--- config.mk ---
export PLATFORM = sky130hd
export DESIGN_NAME = output_condition
export DESIGN_NICKNAME = d
export VERILOG_FILES = /design/src/rtl/output_condition.sv
export SDC_FILE = /design/constraint.sdc
export NUM_CORES = 1
export LEC_CHECK = 0
export CAP_MARGIN = 20
export CORE_AREA = 2 2 39 41
export DETAILED_ROUTE_END_ITERATION = 6
export DIE_AREA = 0 0 41 43
export DONT_BUFFER_PORTS = 1
export PLACE_DENSITY = 0.59
export RECOVER_POWER = 50
export SYNTH_ARGS = -nofsm -noshare
export SYNTH_HDL_FRONTEND = slang
export SYNTH_SLANG_ARGS = --single-unit
--- constraint.sdc ---
create_clock -name Clock -period 4.82 [get_ports Clock]
set_clock_uncertainty 0.1 [all_clocks]
set_input_delay 0.964 -clock Clock [delete_from_list [all_inputs] [get_ports Clock]]
set_output_delay 0.964 -clock Clock [all_outputs]
set_load 0.02 [all_outputs]
--- src/rtl/output_condition.sv ---
// output_condition: request pulse stretcher with hold, gap and retrigger.
// All outputs are registered; asynchronous active-low reset.
module output_condition #(
  parameter int HOLD   = 8,
  parameter int GAP    = 2,
  parameter int RETRIG = 0
) (
  input  logic Clock,
  input  logic Resetn,
  input  logic pulse,
  output logic level,
  output logic busy,
  output logic dropped
);

  localparam int MAXC = (HOLD > GAP) ? HOLD : GAP;
  localparam int CW   = (MAXC > 1) ? $clog2(MAXC) : 1;

  localparam logic [CW-1:0] HOLD_LD = CW'(HOLD - 1);
  localparam logic [CW-1:0] GAP_LD  = CW'((GAP > 0) ? GAP - 1 : 0);
  localparam bit            HAS_GAP = (GAP > 0);
  localparam bit            RT_EN   = (RETRIG != 0);

  typedef enum logic [1:0] {
    S_IDLE,
    S_HOLD,
    S_GAP
  } state_e;

  state_e        state_q, state_d;
  logic [CW-1:0] cnt_q, cnt_d;
  logic          level_q;
  logic          busy_q;
  logic          drop_q, drop_d;
  logic          cnt_zero;

  assign cnt_zero = (cnt_q == '0);

  // next state, counter reload/decrement and drop detection
  always_comb begin
    state_d = state_q;
    cnt_d   = cnt_q;
    drop_d  = 1'b0;
    unique case (state_q)
      S_IDLE: begin
        if (pulse) begin
          state_d = S_HOLD;
          cnt_d   = HOLD_LD;
        end
      end
      S_HOLD: begin
        if (pulse && RT_EN) begin
          cnt_d = HOLD_LD;
        end else begin
          drop_d = pulse;
          if (cnt_zero) begin
            if (HAS_GAP) begin
              state_d = S_GAP;
              cnt_d   = GAP_LD;
            end else begin
              state_d = S_IDLE;
              cnt_d   = '0;
            end
          end else begin
            cnt_d = cnt_q - 1'b1;
          end
        end
      end
      S_GAP: begin
        drop_d = pulse;
        if (cnt_zero) begin
          state_d = S_IDLE;
          cnt_d   = '0;
        end else begin
          cnt_d = cnt_q - 1'b1;
        end
      end
      default: begin
        state_d = S_IDLE;
        cnt_d   = '0;
      end
    endcase
  end

  // state, counter and outputs registered from the next state
  always_ff @(posedge Clock or negedge Resetn) begin
    if (!Resetn) begin
      state_q <= S_IDLE;
      cnt_q   <= '0;
      level_q <= 1'b0;
      busy_q  <= 1'b0;
      drop_q  <= 1'b0;
    end else begin
      state_q <= state_d;
      cnt_q   <= cnt_d;
      level_q <= (state_d == S_HOLD);
      busy_q  <= (state_d != S_IDLE);
      drop_q  <= drop_d;
    end
  end

  assign level   = level_q;
  assign busy    = busy_q;
  assign dropped = drop_q;

endmodule

Yosys cells after proc, flatten, opt, wreduce, memory -nomap -nowiden
Cells that the tools add are included.
Word-level totals
  flip-flop bits (word level): 8
  input bits: 3
  logic and storage cells: 23
Operators by class
  add/sub/neg operators: 1
  eq/ne operators: 4
  muxes and demuxes: 9
  reductions and logical operators: 4
Operator list (count)
  3-bit 2-to-1 mux: 3
  3-bit case mux with 3 select lines: 1
  2-bit 2-to-1 mux: 3
  2-bit case mux with 3 select lines: 1
  2-bit by 1-bit equality test with 1-bit output, second input constant: 2
  3-bit zero test: 1
  3-bit by 1-bit subtractor with 3-bit output, second input constant: 1
  2-bit equality test, second input constant: 1
  2-bit zero test: 1
  2-bit inequality test, second input constant: 1
  2-bit nonzero test: 1
  2-bit OR reduction: 1
  1-bit 2-to-1 mux: 1

Longest topological paths before layout
Gate-level depths: netlist of the first run.
  depth in word-level cells: 4
  mapped depth: 6
  depth with buffers taken out: 6

Least setup slack after synthesis of the first run
No wires, ideal clock.
  kind: input to register
  from: in pulse
  to: reg level_q (netlist: level)
  arrival: 1465 ps
  required time: 4592 ps
  slack: 3127 ps
  cell stages on the path: 3
  buffers on the path: 0
  path through: nand2b_1 a311oi_2 nor2_1
Between the ends
  word-level cells in the longest chain between the ends: 3
Ends and longest elaborated chain
  from (decl): RTL line 10  | input logic pulse,
  2-bit 2-to-1 mux: RTL line 46  | if (pulse) begin
  2-bit case mux with 3 select lines: RTL line 44  | unique case (state_q)
  net state_d[1]: RTL line 30  | state_e state_q, state_d;
  2-bit by 1-bit equality test with 1-bit output: RTL line 96  | level_q <= (state_d == S_HOLD);
  to (signal assigned): RTL line 96
  to (decl): RTL line 32  | logic level_q;
The timed path passes the listed nets, and every way through them passes these cells.
A chain may end at the register's enable or synchronous reset.

Worst setup path in the final report of the first run
  from: reg drop_q (netlist: dropped)
  to: out dropped
RTL lines
  from (decl): RTL line 34  | logic drop_q, drop_d;
  from (signal assigned): RTL line 98  | drop_q <= drop_d;
  to (decl): RTL line 13  | output logic dropped
No word-level cell between the ends.

==> summary.md, run 1 <==
| Metric | Value |
|---|---|
| GRT overflow | 0 |
| Crit path capture type | output port |
| Asr flop ratio synth | 100% |
| DP Worst Slack | 3.04 ns |
| Final Critical Period | 1.75 ns |
| PostCTS Resize Cnt | 0 |
| Post-synthesis instance total | 48 |
| Sequential share of the synthesized area | 42.0% |
| Number of flops mapped to enable cells by yosys | 0 |
| Kind of start point of the critical path | register |
| Vias per inst | 4.90 |
| Global-route wire length before repair | 1.33 mm |
| H-tree depth | 1 |
| Worst Path Max Fanout | 1 |
| Clock buffer depth | 2 |
| RSZ-0062 raised after global routing | false |
| Power per cell area | around 700 nW/um2 |
| Initial DRC Count | 5 |
| Tightest Pin Transition | approximately 0.31 ns |
| Max-cap violations | 0 |
| Cell area after synthesis | around 480 um2 |
| Synth Flop Type | dfrtp_1 |
| Synth top area share | between 40% and 50% |
| # rows | 14 |
| Final critical-path share of the clock period | 36.4% |
| Global Route Usage Sum | about an eighth |
| Number of global-route vias before repair | approximately 320 |
| Chip width | just over 40 um |
| Initial core utilization | between 30% and 40% |
| Peak supply drop | roughly 0.00025 V |
| Setup violators final | 0 |
| Initial antenna violation count | 0 |
| Required @ worst endpoint | between 3 and 4 ns |
| Reg clk slew, reported paths | around 0.05 ns |
| Cell variety after synth | 19 |
| CTS tree | done |
| # nets final | 62 |
| Post-synthesis register bit count | 8 |
| Hold buffers post-CTS | 0 |
| Mean routed wirelength per cell | roughly 12 um |
| Fillers | 151 |
| First-pass DRT Iterations | 3 |
| Placeable Area | about 1400 um2 |
| Data arrival, critical path | between 0.6 and 0.7 ns |
| Yosys top cell by area | dfrtp_1 |
| R2r setup slk | a little over 3 ns |
| Antenna Nets Post-Route | 0 |
| DRC Markers | 0 |
| Slew margin rel. | about four fifths |
| IO buf count | 0 |
| Worst hold path class | in2async |
| Gpl congestion | 0.654 |
| Top Ports | 6 |
| R2R cell count | 6 |
| Largest net degree at the start of global routing | 9 |
| Ys Warns | 0 |
| Final worst setup slack | slightly above 3 ns |
| Net Count, Synth | 57 |
| Worst-Skew Late Latency | approximately 0.25 ns |
| Slew Viols, Final | 0 |
| Clock sinks | 8 |
| Die area | between 1500 and 2000 um2 |
| Lkg Pwr | ~0.00026 uW |
| Status | finished clean |
| Num CTS Buffers | 3 |
| Final HPWL DP | roughly 700 um |
| Post-CTS Setup Inserts | 0 |
| Hold Violations, Final | 0 |
| Worst R2R End | cnt_q[0] |
| Post-Route WL | between 800 and 900 um |
| Share of cells above drive strength 1 | between 10% and 20% |
| CTS Root Cell | clkbuf_4 |
| Most instantiated cells after synthesis | 8 x dfrtp_1, 8 x inv_1, 6 x ha_1, 4 x a21oi_1 |
| Worst r2r src | cnt_q[0] |
| Avg Inst Size Synth | between 9 and 10 um2 |
| Peak Freq | between 0.5 and 0.6 GHz |
| Synth area leaders | dfrtp_1 42%, ha_1 16%, inv_1 6.3%, a21oi_1 4.2%, nand2b_1 3.9% |
| Setup TNS | 0 ns |
| N_diodes | 0 |
| Vias | ~330 |
| CP Class | reg2out |
| P&R area growth vs syn | 8.92% |
| Die Ht | between 40 and 50 um |
[logic make-up (layout without fill, tap and decap cells)]
logic type               Yosys count  count (layout)  share of synthesized area, %
AND/OR/NAND/NOR                   14              14                          16.5
adder cells (fa/ha/maj)            6               6                          15.7
flip-flops                         8               8                          42.0
AO/OA/AOI/OAI                     12              12                          19.4
buffers and inverters              8              11                          6.30
[layout make-up]
class	count	area (um2)	area share, %
tap	16	20.0	3.86
multi-input combinational	32	246	47.5
clock buffer	3	22.5	4.34
inverter	8	30.0	5.78
sequential	8	200	38.6
[through the flow]
stage               instance area [um2]  instances  total power, uW  util [%]  hold slack [ns]
global route                        519         67              410      37.5            0.279
global placement                    497         64              324      35.9            0.439
finish                              519         67              372      37.5            0.306
floorplan                           477         48              284         -            0.413
CTS                                 519         67              380      37.5            0.293
detailed placement                  497         64              327      35.9            0.448
[worst max path at each step]
stage	cells past startpoint	end	slack, ns	from
finish	0	dropped	3.07	dropped
global route	6	level	2.95	cnt_q[0]
detailed placement	3	level	3.04	pulse
global placement	3	level	3.05	pulse
floorplan	3	level	3.13	pulse
CTS	0	dropped	3.05	dropped
[power breakdown]
group	switching (uW)	internal, uW
Combinational	103	77.0
Clock	20.9	28.4
Sequential	40.2	103
[flip-flops by register name, indices dropped and copies added (netlist names)]
register and flops:
cnt_q 3, state_q 2, dropped 1, level 1, busy 1
[layout by cell type, fill, tap and decap left out]
master / n
a311oi_2: 1
or4b_1: 1
dfrtp_1: 8
nor2b_1: 1
or3_1: 1
nand2b_1: 3
or2_2: 1
inv_1: 8
a2111oi_2: 1
o21bai_1: 1
nand2_1: 2
a221o_1: 1
o22ai_1: 1
clkbuf_4: 3
and2_1: 1
o21ai_0: 2
a211o_1: 1
and2_0: 1
nor2_1: 3
ha_1: 6
a21oi_1: 4
[metal layers]
layer	wire (um)	GRT usage (%)	part of all wire (%)
met5	0	0	0
met4	29	12.0	3.5
met3	41	4.19	5.0
met2	380	15.9	46
met1	369	14.6	45
No activity file was read; power rests on OpenSTA's default activity.
==> run 2, diff against run 1 <==
--- a/config.mk
+++ b/config.mk
@@ -10,7 +10,7 @@
 export DETAILED_ROUTE_END_ITERATION = 6
 export DIE_AREA = 0 0 41 43
 export DONT_BUFFER_PORTS = 1
-export PLACE_DENSITY = 0.59
+export PLACE_DENSITY = 0.61
 export RECOVER_POWER = 50
 export SYNTH_ARGS = -nofsm -noshare
 export SYNTH_HDL_FRONTEND = slang
==> constraint.sdc (replaced) <==
create_clock -name Clock -period 1.5 [get_ports Clock]
set_clock_uncertainty 0.1 [all_clocks]
set_input_delay 0.3 -clock Clock [delete_from_list [all_inputs] [get_ports Clock]]
set_output_delay 0.3 -clock Clock [all_outputs]
set_load 0.02 [all_outputs]
==> run 2 against run 1 <==
  * The run now ends with negative setup slack left
  * Clock power rose to 3.0 times the previous value
  * Global-route usage up 3.7 points
  * Combinational power rose to 6.4 times the previous value
  * Die area unchanged
  * Utilization up 16 points
  * Register-to-register slack worse by 3.1 ns
  * Non-clock buffer count up 13
  * Sequential share of layout area down 11 points
  * Hold slack worse by 0.20 ns
  * Via count up 18%
  * Power rose to 4.7 times the previous value
  * Largest power group unchanged
==> summary.md, run 2 (synthesis gave the netlist of run 1 again) <==
| Metric | Value |
|---|---|
| Initial DRC Count | 5 |
| Chip width | 41 um |
| Peak Freq | about 0.66 GHz |
| Die Ht | 43 um |
| Final worst setup slack | -0.00501 ns |
| GRT overflow | 0 |
| Data arrival, critical path | 1.53 ns |
| Mean routed wirelength per cell | roughly 12 um |
| Power per cell area | 2380 nW/um2 |
| Final HPWL DP | 729 um |
| Reg clk slew, reported paths | ~0.05 ns |
| Setup TNS | -0.00501 ns |
| H-tree depth | 1 |
| Placed inst area | between 600 and 700 um2 |
| Final Critical Period | 1.51 ns |
| CTS tree | done |
| Failing checks | negative setup slack |
| Most flop-heavy register | cnt_q |
| Initial antenna violation count | 0 |
| Die area | 1760 um2 |
| Worst-Skew Late Latency | roughly 0.24 ns |
| Fillers | between 100 and 150 |
| Max reg flops | 3 |
| IO buf count | 0 |
| Share of cells above drive strength 1 | 48.4% |
| Vias per inst | ~4.9 |
| Max-cap violations | 0 |
| # rows | 14 |
| Status | finished, violations left |
| # nets final | 75 |
| Commonest non-fill, non-tap cell in the layout | buf_4 |
| Vias | 388 |
| Placeable Area | 1380 um2 |
| Worst Setup SP | cnt_q[1] |
| N_diodes | 0 |
| DP Worst Slack | -0.0589 ns |
| Peak supply drop | about 0.0013 V |
| Tightest Pin Transition | around 0.33 ns |
| Worst Path Max Fanout | 4 |
| Largest net degree at the start of global routing | 9 |
| DRC Markers | 0 |
| Required @ worst endpoint | ~1.5 ns |
| Top Ports | 6 |
| Min-delay src | pulse |
| P&R area growth vs syn | 54.6% |
| Setup violators final | 1 |
| Worst r2r src | cnt_q[1] |
| CP Class | reg2reg |
| Final Instance Area | between 700 and 800 um2 |
| Post-Route WL | 980 um |
| Commonest non-fill, non-tap cells in the layout | 11 x buf_4, 7 x dfrtp_1, 5 x inv_1 |
| Kind of start point of the critical path | register |
| Antenna Nets Post-Route | 0 |
| Initial core utilization | 34.4% |
| Global Route Usage Sum | 16.0% |
| Lkg Pwr | 0.000329 uW |
| First-pass DRT Iterations | 3 |
| RSZ-0062 raised after global routing | true |
| Total Power | approximately 1800 uW |
| Gpl congestion | between 0.8 and 0.9 |
| Number of global-route vias before repair | 412 |
| Slew margin rel. | just under 80% |
| Global-route wire length before repair | around 1.8 mm |
| Hold Violations, Final | 0 |
| Slew Viols, Final | 0 |
| Area occupied by multi-input gates | 354 um2 |
| CTS Root Cell | clkbuf_4 |
| Final critical-path share of the clock period | 100% |
| Top flop regs | cnt_q x3, state_q x2 |
| Crit path capture type | register |
| Num CTS Buffers | 3 |
| Register area | about 200 um2 |
| Clock sinks | 8 |
| Clock buffer depth | 2 |
| Worst hold path class | in2reg |
[run 2: changes by cell type in the layout (fill, tap and decap cells not counted), sizes merged]
cell / delta
buf: +12
dlygate4sd3: +1
[run 2: layer usage]
metal,routed length [um],vias up,share of wire [%],GRT usage [%]
met1,419,183,43,19.5
met2,550,4,56,26.3
met5,0,-,0,0
met4,0,0,0,6.00
li1,-,201,-,-
met3,9,0,0.92,3.14
[run 2: what timing repair did]
item                                    4_1_cts  5_1_grt
resized for setup                             9        9
hold endpoints to repair                      8        0
gates cloned                                  0        0
buffers inserted                              1        0
pin swaps                                     5        0
hold buffers                                  1        0
endpoints found under the setup margin        4        7
[run 2: path summary, 6_finish.rpt]
check,slack [ns],cells past startpoint,endpoint
max in group asynchronous,0.74,1,state_q[1]
min,0.11,1,dropped
max,-0.005,6,cnt_q[0]
max reg2reg,-0.005,6,cnt_q[0]
min in group asynchronous,0.29,1,level
min reg2reg,0.54,2,cnt_q[0]
[run 2: worst max-delay path, stage by stage, from the launching register on]
cell,delay [ns]
dfrtp_1,0.37
or2_4,0.26
inv_4,0.06
ha_4,0.13
nand2b_4,0.15
a2111oi_4,0.07
a211o_1,0.24
[run 2: final cells by class]
cell class | instances | share of cell area [%]
Multi-Input combinational cell | 32 | 48.0
Sequential cell | 8 | 27.3
Timing Repair Buffer | 13 | 14.1
Inverter | 8 | 4.75
Clock buffer | 3 | 3.06
Tap cell | 16 | 2.72
[run 2: metrics by stage]
| step | cells | hold slack [ns] | utilization [%] |
|---|---|---|---|
| 6_report | 80 | 0.106 | 53.3 |
| 2_1_floorplan | 48 | -0.0956 | - |
| 3_5_place_dp | 75 | -0.0955 | 43.7 |
| 4_1_cts | 80 | 0.0940 | 49.6 |
| 5_1_grt | 80 | 0.0905 | 53.3 |
| 3_3_place_gp | 75 | -0.0955 | 43.7 |
[run 2: where the power goes]
part	internal (uW)	total, uW	switching [uW]
combinational	609	1150	541
sequential	333	458	125
clock	90.5	149	58.5
==> run 3, diff against run 2 <==
--- a/config.mk
+++ b/config.mk
@@ -7,11 +7,14 @@
 export LEC_CHECK = 0
 export CAP_MARGIN = 20
 export CORE_AREA = 2 2 39 41
+export CTS_CLUSTER_DIAMETER = 200
 export DETAILED_ROUTE_END_ITERATION = 6
 export DIE_AREA = 0 0 41 43
 export DONT_BUFFER_PORTS = 1
 export PLACE_DENSITY = 0.61
 export RECOVER_POWER = 50
+export SETUP_SLACK_MARGIN = 0.02
+export SLEW_MARGIN = 30
 export SYNTH_ARGS = -nofsm -noshare
 export SYNTH_HDL_FRONTEND = slang
 export SYNTH_SLANG_ARGS = --single-unit
==> run 3 against run 2 <==
  * The flow still finishes with violations (negative setup slack)
  * Routed wire length grew 18%
  * Largest power group unchanged
  * Critical path depth stayed put
  * Utilization is 2.5 points higher
  * Sequential share of layout area decreased by 1.2 points
  * Maximum frequency shrank 2.8%
  * Final area grew 4.8%
  * Hold slack worse by 0.013 ns
==> summary.md, run 3 (synthesis gave the netlist of run 1 again) <==
| Metric | Value |
|---|---|
| GRT overflow | 0 |
| CTS Root Cell | clkbuf_4 |
| Slew Viols, Final | 0 |
| # rows | 14 |
| Final HPWL DP | 728 um |
| Initial core utilization | 34.4% |
| P&R area growth vs syn | 61.9% |
| Gpl congestion | between 0.7 and 0.8 |
| Mean routed wirelength per cell | about 13 um |
| Required @ worst endpoint | around 1.5 ns |
| Clock buffer depth | 2 |
| Final critical-path share of the clock period | 103% |
| Clock sinks | 8 |
| Worst Path Max Fanout | 4 |
| Num CTS Buffers | 3 |
| Setup violators final | 4 |
| Hold Violations, Final | 0 |
| Most flop-heavy register | cnt_q |
| Worst-Skew Late Latency | between 0.2 and 0.3 ns |
| Top flop regs | cnt_q x3, state_q x2 |
| # nets final | 82 |
| Vias per inst | 4.87 |
| Antenna Nets Post-Route | 0 |
| Initial DRC Count | 9 |
| Delay-heaviest family, CP | simple AND/OR/NAND/NOR gates |
| Final Critical Period | 1.55 ns |
| Reg clk slew, reported paths | about 0.050 ns |
| CP Class | reg2reg |
| Crit path capture type | register |
| Peak supply drop | about 0.0013 V |
| H-tree depth | 1 |
| Global-route wire length before repair | about 1.9 mm |
| Top Ports | 6 |
| Commonest non-fill, non-tap cell in the layout | buf_4 |
| First-pass DRT Iterations | 4 |
| Post-Route WL | approximately 1.2 mm |
| Tightest Pin Transition | between 0.3 and 0.4 ns |
| Data arrival, critical path | ~1.6 ns |
| IO buf count | 0 |
| Placeable Area | 1380 um2 |
| Final Core Density | 55.8% |
| Cell Chain, Critical Path | or2_4, inv_4, ha_4, nand2b_4, a2111oi_2, a211o_1 |
| DRC Markers | 0 |
| Max reg flops | 3 |
| CTS tree | done |
| Chip width | a little over 40 um |
| Total Power | between 1500 and 2000 uW |
| Vias | between 400 and 500 |
| Die Ht | 43 um |
| Lkg Pwr | ~0.00037 uW |
| CP bufs+invs | 1 |
| Peak Freq | around 0.65 GHz |
| Global Route Usage Sum | roughly 16% |
| Max-cap violations | 0 |
| Kind of start point of the critical path | register |
| Number of global-route vias before repair | roughly 440 |
| Final worst setup slack | -0.0479 ns |
| RSZ-0062 raised after global routing | true |
| Slew margin rel. | between 70% and 80% |
| Largest net degree at the start of global routing | 9 |
| Fillers | approximately 130 |
| CP max stage delay | ~0.38 ns |
| Critical-path top delay cell | dfrtp_1 |
| Power per cell area | ~2500 nW/um2 |
| Failing checks | negative setup slack |
| N_diodes | 0 |
| Share of cells above drive strength 1 | approximately 54% |
| Status | finished, violations left |
| Commonest non-fill, non-tap cells in the layout | 18 x buf_4, 7 x dfrtp_1, 5 x inv_1 |
| Die area | between 1500 and 2000 um2 |
| Worst hold path class | in2reg |
| Initial antenna violation count | 0 |
[run 3: layout make-up]
class / count / area, um2 / area share (%)
multi-input combinational: 32 / 339 / 43.9
sequential: 8 / 201 / 26.1
timing repair buffer: 20 / 156 / 20.3
inverter: 8 / 32.5 / 4.21
clock buffer: 3 / 22.5 / 2.92
tap: 16 / 20.0 / 2.59
[run 3: repair_timing]
action,in CTS,in global routing
hold buffers,1,0
setup buffers,6,3
endpoints found under the setup margin,6,7
gates resized for setup,9,6
hold endpoints to repair,8,0
pin swaps,4,2
[run 3: where the power goes]
| part | internal, uW | total [uW] | leakage [uW] | switching [uW] |
|---|---|---|---|---|
| clock network | 91.6 | 166 | 0.0000138 | 74.7 |
| logic | 703 | 1270 | 0.000257 | 570 |
| registers | 333 | 455 | 0.0000987 | 122 |
[run 3: per-layer routing]
metal	part of all wire [%]	routed length [um]	global-route usage, %	up-vias
li1	-	-	-	210
met1	45	520	22.2	204
met2	50	580	23.8	8
met5	0	0	0	-
met4	1.8	21	10.0	0
met3	2.9	34	2.09	2
[run 3: metrics by stage]
| stage | worst slack, ns | setup TNS (ns) | cell area, um2 | cells | hold WS [ns] |
|---|---|---|---|---|---|
| floorplan | 0.0212 | 0 | 502 | 48 | -0.0956 |
| global placement | -0.0528 | -0.118 | 597 | 74 | -0.0955 |
| detailed placement | -0.110 | -0.272 | 597 | 74 | -0.0955 |
| CTS | -0.0368 | -0.0605 | 722 | 84 | 0.0907 |
| global route | -0.109 | -0.466 | 772 | 87 | 0.0897 |
| finish | -0.0479 | -0.123 | 772 | 87 | 0.0931 |
[run 3: worst paths after layout]
kind / startpoint / to / slack [ns] / cells after the start
worst max register to register: cnt_q[0] / cnt_q[0] / -0.05 / 6
worst min-delay path: pulse / dropped / 0.09 / 1
worst min register to register: cnt_q[2] / cnt_q[2] / 0.58 / 3
max in group asynchronous: Resetn / state_q[1] / 0.73 / 1
worst max-delay path: cnt_q[0] / cnt_q[0] / -0.05 / 6
min in group asynchronous: Resetn / dropped / 0.29 / 1
